**src/rtl/vga_pkg.sv**
```systemverilog
// -----------------------------------------------------------------------------
// vga_pkg
// Shared definitions for the VGA raster pipeline.
//   - Default 640x480 @ 60 Hz timing values (visible, porches, sync, totals).
//   - coord_t: the 10-bit screen coordinate type used by the timing generator
//     and by every downstream sprite/tile renderer.
//   - coord_fits(): true when a total count can be represented in coord_t.
// -----------------------------------------------------------------------------
package vga_pkg;

   localparam int COORD_W = 10;

   typedef logic [COORD_W-1:0] coord_t;

   localparam int DEF_H_VISIBLE = 640;
   localparam int DEF_H_FRONT   = 16;
   localparam int DEF_H_SYNC    = 96;
   localparam int DEF_H_BACK    = 48;
   localparam int DEF_H_TOTAL   = DEF_H_VISIBLE + DEF_H_FRONT + DEF_H_SYNC + DEF_H_BACK;

   localparam int DEF_V_VISIBLE = 480;
   localparam int DEF_V_FRONT   = 10;
   localparam int DEF_V_SYNC    = 2;
   localparam int DEF_V_BACK    = 33;
   localparam int DEF_V_TOTAL   = DEF_V_VISIBLE + DEF_V_FRONT + DEF_V_SYNC + DEF_V_BACK;

   // A counter of modulus 'total' runs 0..total-1, so the largest value it
   // holds must be representable in COORD_W bits.
   function automatic bit coord_fits(input int total);
      return (total >= 1) && ((total - 1) < (1 << COORD_W));
   endfunction

endpackage

```
**src/rtl/wrap_counter.sv**
```systemverilog
// -----------------------------------------------------------------------------
// wrap_counter
// Modulo counter used for the horizontal and vertical raster positions.
//   clk        in   clock
//   reset      in   synchronous active-high reset, loads RESET_VALUE
//   inc        in   advance the count by one this cycle
//   count      out  current registered count, 0..MODULUS-1
//   count_next out  value count will take on the next edge (when not in reset)
//   wrap       out  count is at MODULUS-1 and inc is high
// -----------------------------------------------------------------------------
module wrap_counter
   import vga_pkg::*;
#(
   parameter int MODULUS     = DEF_H_TOTAL,
   parameter int RESET_VALUE = MODULUS - 1
)
(
   input  logic   clk,
   input  logic   reset,
   input  logic   inc,
   output coord_t count,
   output coord_t count_next,
   output logic   wrap
);

   localparam coord_t LAST  = coord_t'(MODULUS - 1);
   localparam coord_t START = coord_t'(RESET_VALUE);

   // The next value is exposed so the parent can decode its outputs one
   // cycle early and register them alongside the count.
   always_comb begin
      wrap       = inc && (count == LAST);
      count_next = count;
      if (wrap) begin
         count_next = '0;
      end else if (inc) begin
         count_next = count + 1'b1;
      end
   end

   always_ff @(posedge clk) begin
      if (reset) begin
         count <= START;
      end else begin
         count <= count_next;
      end
   end

endmodule

```
**src/rtl/vga_timing_gen.sv**
```systemverilog
// -----------------------------------------------------------------------------
// vga_timing_gen
// Free-running raster timing generator for the VGA pipeline.
//   vga_clk      in   pixel clock
//   reset        in   synchronous active-high reset; parks at the last pixel
//   DrawX        out  horizontal position, 0..H_TOTAL-1
//   DrawY        out  vertical position, 0..V_TOTAL-1
//   blank        out  1 on visible pixels
//   hs / vs      out  sync pulses, HS_ACTIVE / VS_ACTIVE during sync
//   line_start   out  one-cycle pulse at DrawX==0
//   frame_start  out  one-cycle pulse at DrawX==0, DrawY==0
//   frame_count  out  frames started since reset, wraps at 2^16
// All outputs are registers and describe the same pixel as DrawX/DrawY.
// -----------------------------------------------------------------------------
module vga_timing_gen
   import vga_pkg::*;
#(
   parameter int   H_VISIBLE = DEF_H_VISIBLE,
   parameter int   H_FRONT   = DEF_H_FRONT,
   parameter int   H_SYNC    = DEF_H_SYNC,
   parameter int   H_BACK    = DEF_H_BACK,
   parameter int   V_VISIBLE = DEF_V_VISIBLE,
   parameter int   V_FRONT   = DEF_V_FRONT,
   parameter int   V_SYNC    = DEF_V_SYNC,
   parameter int   V_BACK    = DEF_V_BACK,
   parameter logic HS_ACTIVE = 1'b0,
   parameter logic VS_ACTIVE = 1'b0
)
(
   input  logic        vga_clk,
   input  logic        reset,
   output coord_t      DrawX,
   output coord_t      DrawY,
   output logic        blank,
   output logic        hs,
   output logic        vs,
   output logic        line_start,
   output logic        frame_start,
   output logic [15:0] frame_count
);

   localparam int H_TOTAL = H_VISIBLE + H_FRONT + H_SYNC + H_BACK;
   localparam int V_TOTAL = V_VISIBLE + V_FRONT + V_SYNC + V_BACK;

   localparam coord_t H_VIS_END = coord_t'(H_VISIBLE);
   localparam coord_t V_VIS_END = coord_t'(V_VISIBLE);
   localparam coord_t HS_FIRST  = coord_t'(H_VISIBLE + H_FRONT);
   localparam coord_t HS_LAST   = coord_t'(H_VISIBLE + H_FRONT + H_SYNC - 1);
   localparam coord_t VS_FIRST  = coord_t'(V_VISIBLE + V_FRONT);
   localparam coord_t VS_LAST   = coord_t'(V_VISIBLE + V_FRONT + V_SYNC - 1);

   // Totals that overflow coord_t would silently alias; stop elaboration.
   if (!coord_fits(H_TOTAL)) begin : g_h_total_check
      $error("vga_timing_gen: H_TOTAL-1 does not fit in coord_t");
   end
   if (!coord_fits(V_TOTAL)) begin : g_v_total_check
      $error("vga_timing_gen: V_TOTAL-1 does not fit in coord_t");
   end

   coord_t h_next;
   coord_t v_next;
   logic   h_wrap;
   logic   v_wrap;
   logic   blank_next;
   logic   hs_next;
   logic   vs_next;

   // Horizontal counter runs every cycle; the vertical counter advances on
   // the horizontal wrap so both roll over to (0,0) on the same edge.
   wrap_counter #(
      .MODULUS     (H_TOTAL),
      .RESET_VALUE (H_TOTAL - 1)
   ) u_h_counter (
      .clk        (vga_clk),
      .reset      (reset),
      .inc        (1'b1),
      .count      (DrawX),
      .count_next (h_next),
      .wrap       (h_wrap)
   );

   wrap_counter #(
      .MODULUS     (V_TOTAL),
      .RESET_VALUE (V_TOTAL - 1)
   ) u_v_counter (
      .clk        (vga_clk),
      .reset      (reset),
      .inc        (h_wrap),
      .count      (DrawY),
      .count_next (v_next),
      .wrap       (v_wrap)
   );

   // Decode from the next-state position so the registered flags line up
   // with the registered DrawX/DrawY with zero skew.
   always_comb begin
      blank_next = (h_next < H_VIS_END) && (v_next < V_VIS_END);
      hs_next    = ((h_next >= HS_FIRST) && (h_next <= HS_LAST)) ? HS_ACTIVE : ~HS_ACTIVE;
      vs_next    = ((v_next >= VS_FIRST) && (v_next <= VS_LAST)) ? VS_ACTIVE : ~VS_ACTIVE;
   end

   // h_wrap means the next pixel is x=0 (a new line); v_wrap additionally
   // means the next line is y=0, i.e. a new frame.
   always_ff @(posedge vga_clk) begin
      if (reset) begin
         blank       <= 1'b0;
         hs          <= ~HS_ACTIVE;
         vs          <= ~VS_ACTIVE;
         line_start  <= 1'b0;
         frame_start <= 1'b0;
         frame_count <= '0;
      end else begin
         blank       <= blank_next;
         hs          <= hs_next;
         vs          <= vs_next;
         line_start  <= h_wrap;
         frame_start <= v_wrap;
         if (v_wrap) begin
            frame_count <= frame_count + 16'd1;
         end
      end
   end

endmodule
```
**config.mk**
```make
export PLATFORM = sky130hd
export DESIGN_NAME = vga_timing_gen
export DESIGN_NICKNAME = d
export VERILOG_FILES = /design/src/rtl/vga_pkg.sv /design/src/rtl/wrap_counter.sv /design/src/rtl/vga_timing_gen.sv
export SDC_FILE = /design/constraint.sdc
export NUM_CORES = 1
export LEC_CHECK = 0
export CAP_MARGIN = 20
export CORE_MARGIN = 1
export CORE_UTILIZATION = 54
export DETAILED_ROUTE_END_ITERATION = 8
export MAX_ROUTING_LAYER = met4
export PLACE_DENSITY = 0.88
export SYNTH_ARGS = -nofsm -noshare
export SYNTH_HDL_FRONTEND = slang
export SYNTH_SLANG_ARGS = --single-unit
```
**constraint.sdc**
```tcl
create_clock -name vga_clk -period 6.05 [get_ports vga_clk]
set_input_delay 0.9075 -clock vga_clk [delete_from_list [all_inputs] [get_ports vga_clk]]
set_output_delay 0.9075 -clock vga_clk [all_outputs]
set_load 0.005 [all_outputs]
```
==> impl_results.md <==
* DR vias at around 1.6k
* Clk buf depth at 2
* Hold-fix buffers, CTS at 0
* Initial antenna violation count at 0
* Critical path's top delay family: simple AND/OR/NAND/NOR gates
* NumNets Final at about 270
* Worst Skew at 5.022 ps
* Vias in the first global route at 1347
* Layout overhead on the synthesized area at 25.68%
* Worst Tran Pin Value at ~840 ps
* Synth Register Bits at 41
* Synth top area share at 42.32%
* Peak fanout along the critical path at 11
* FFs w/ async S/R, synth at 0%
* Clk sinks at between 40 and 50
* Setup TNS at 0 ps
* Initial core utilization at a little under three fifths
* Seq pwr share at between 40% and 50%
* DRT iter0 DRCs at 77
* Comb pwr share at 41.9%
* Synthesized instance count at 217
* Global-route usage over all layers at 22.19%
* Avg Cell Area, Syn at 8.937 µm²
* PwrDens at 359.5 nW/µm²
* CTS tree: done
* # Max-Cap Violations at 0
* Final setup viols at 0
* Most used DFF post-synth: dfxtp_1
* Largest family of logic cells by synthesized area: simple AND/OR/NAND/NOR gates
* Largest net degree at the start of global routing at 39
* Drt total wl at 3892 µm
* Die Ht at 61.93 µm
* Critical Path, Cell by Cell: ha_1 -> nand4_1 -> nor3_2 -> and2_1 -> nor2_1 -> or2_2
* Critical path startpoint category: flop
* Area leader, netlist: dfxtp_1
* Rel. slew slack at a little over two fifths
* XOR/XNOR Fraction of Synth Area at a little under an eighth
* Max incr delay on CP at 780 ps
* Net Sw Frac at 37.65%
* Drt pass-1 iters at 5
* Mux contribution to synthesized area at 0.5161%
* Tcrit/Tclk final at around 44%
* Crit Path Class: reg -> reg
* Area share of and/or/nand/nor cells after synthesis at 30.84%
* Worst vdd ir at just over 0.3 mV
* Die W at 61.93 µm
* Post-Synth Adder-Cell Area at 3.226%
* Crit path DAT at 2880 ps
* Total congestion overflow at 0
* Hold Crit Class: reg -> reg
* Root Buffer: clkbuf_4
* Placer congestion estimate at 0.9000
* Sequential-to-total area share from yosys stat at 42.32%
* IO Pins at 43
* Leak Pwr at 0.0008591 µW
* Status: complete, no violations
* Synth Cell Area at 1939 µm²
* Slowest stage cell, crit path: nor3_2
* Internal power at about 550 µW
* P_sw at approximately 330 µW
* Clock Power Share at 15.6%
* Clk_lat worst skew at 340 ps
* Diodes inserted at 0
* Worst-path clk slew at 110 ps
* Post-DP HPWL at 2768 µm
* # DRC at 0
* Share of layout cells above drive strength 1 at under 10%
* Place WS at 3447 ps
* Min Tclk post-route at 2650 ps
* Yosys cell types at 36
* Final hold viol count at 0
* Post-CTS Resized at 0
* Fmax achieved at 377.4 MHz
* Post-synthesis compound-gate area fraction at 7.677%
* Worst EP required at 6280 ps
* Largest cells by area after synthesis: dfxtp_1 (42%), xnor2_1 (6.8%), nor2_1 (5.0%)
* Site Rows at 21
* Core area at 3390 µm²
* Number of synthesized flops with an enable pin at 0
* DRT antenna net count at 0
* CTS HTree Levels at 2
* Final setup margin at 3400 ps
* Yosys warning count at 0
* Unrepaired setup endpoints after global routing: no
* Number of clock buffers inserted by TritonCTS at 5
* Setup Buffers After CTS at 0
* Final Max Tran Viols at 0
* Routed vias/inst at around 5.4
* IO buf count at 42
* First-pass GRT wire length at 5996 µm
* Post-synth net total at ~220
* Wire per inst at 12.76 µm
* Total die area at about 3800 µm²
* Worst Setup End Kind: flop
* CP Buf/Inv Count at 0
[sequential cells by signal, summed over array words and instances, names as in the netlist]
name               count
u_v_counter.count     10
line_start             1
frame_start            1
frame_count           16
blank                  1
hs                     1
u_h_counter.count     10
vs                     1
[final cells by class]
type / count / area [µm²]
Clock buffer: 7 / 55.05
Timing Repair Buffer: 43 / 427.9
Fill cell: 248 / 952.2
Multi-Input combinational cell: 158 / 1039
Sequential cell: 41 / 820.8
Tap cell: 46 / 57.56
Inverter: 10 / 37.54
[power groups by stage]
stage	combinational [µW]	clock, µW	sequential, µW
2_1_floorplan	261	0	365
3_3_place_gp	358	0	377
3_5_place_dp	367	0	377
4_1_cts	369	139	371
5_1_grt	404	155	380
6_report	367	137	372
[stage by stage]
step / instance area [µm²] / std cells / util (%) / power, µW / hold WS, ps
finish: 2437 / 305 / 71.91 / 876.1 / 469.0
global placement: 2382 / 298 / 70.28 / 734.5 / 443.1
global route: 2437 / 305 / 71.91 / 939.4 / 484.6
detailed placement: 2382 / 298 / 70.28 / 744.3 / 439.7
floorplan: 1939 / 217 / - / 626.5 / 424.2
CTS: 2437 / 305 / 71.91 / 879.2 / 466.2
[cell usage after synthesis, drive strengths merged, types with 3 or more instances]
cell type / number
nand2: 12
or2: 3
ha: 5
or3: 8
dfxtp: 41
nor3: 14
nand4: 12
xor2: 10
inv: 10
nand2b: 6
a21oi: 8
o21ai: 10
nor2: 26
nand3: 7
nor4: 4
xnor2: 15
and2: 3
a22oi: 3
clkbuf: 6
[kinds of logic (layout without fill, tap and decap cells)]
| group | after synthesis | after routing |
|---|---|---|
| muxes | 1 | 1 |
| DFF | 41 | 41 |
| adders and majority gates | 5 | 5 |
| buffers and inverters | 18 | 60 |
| and+or+nand+nor | 101 | 101 |
| AOI/OAI and AO/OA | 26 | 26 |
| xor gates and xnor gates | 25 | 25 |
[worst reg2reg max path: cells and delay by family (launching register included)]
kind,cells,cell delay (ps)
adder cells (fa/ha/maj),1,230
AND/OR/NAND/NOR,5,1910
flip-flops,1,410
[final timing paths]
check	from	end	slack, ps	depth (start not counted)
max reg2reg	u_h_counter.count[1]$_SDFF_PP1_	u_v_counter.count[3]$_SDFF_PP1_	3400	6
min	u_h_counter.count[9]$_SDFF_PP1_	hs$_SDFF_PP1_	470	1
max	u_h_counter.count[1]$_SDFF_PP1_	u_v_counter.count[3]$_SDFF_PP1_	3400	6
min reg2reg	u_h_counter.count[9]$_SDFF_PP1_	hs$_SDFF_PP1_	470	1
[per-layer routing]
metal	GRT usage [%]	part of all wire, %
met1	28.64	49
met2	33.49	46
met3	6.832	4.1
met4	6.349	0.87
met5	-	0
[cell usage in the layout, fill, tap and decap left out, types with 2 or more instances in the layout]
cell type,netlist,routed
a21oi_1,8,8
o21ai_0,10,10
nor2_1,26,26
nor2b_1,2,2
nor3_1,13,13
xnor2_1,15,15
inv_1,10,10
ha_1,5,5
clkdlybuf4s50_1,0,42
a22oi_1,3,3
dfxtp_1,41,41
or2_2,2,2
and2_1,3,3
or3_1,7,7
nand4_4,2,2
a21o_1,2,2
nor4_4,2,2
xor2_1,10,10
clkbuf_4,0,5
nand3_1,7,7
nor4_2,2,2
nand2b_1,6,6
o21bai_1,2,2
nand4_1,10,10
nand2_1,12,12
(Power assumes the default switching activity.)
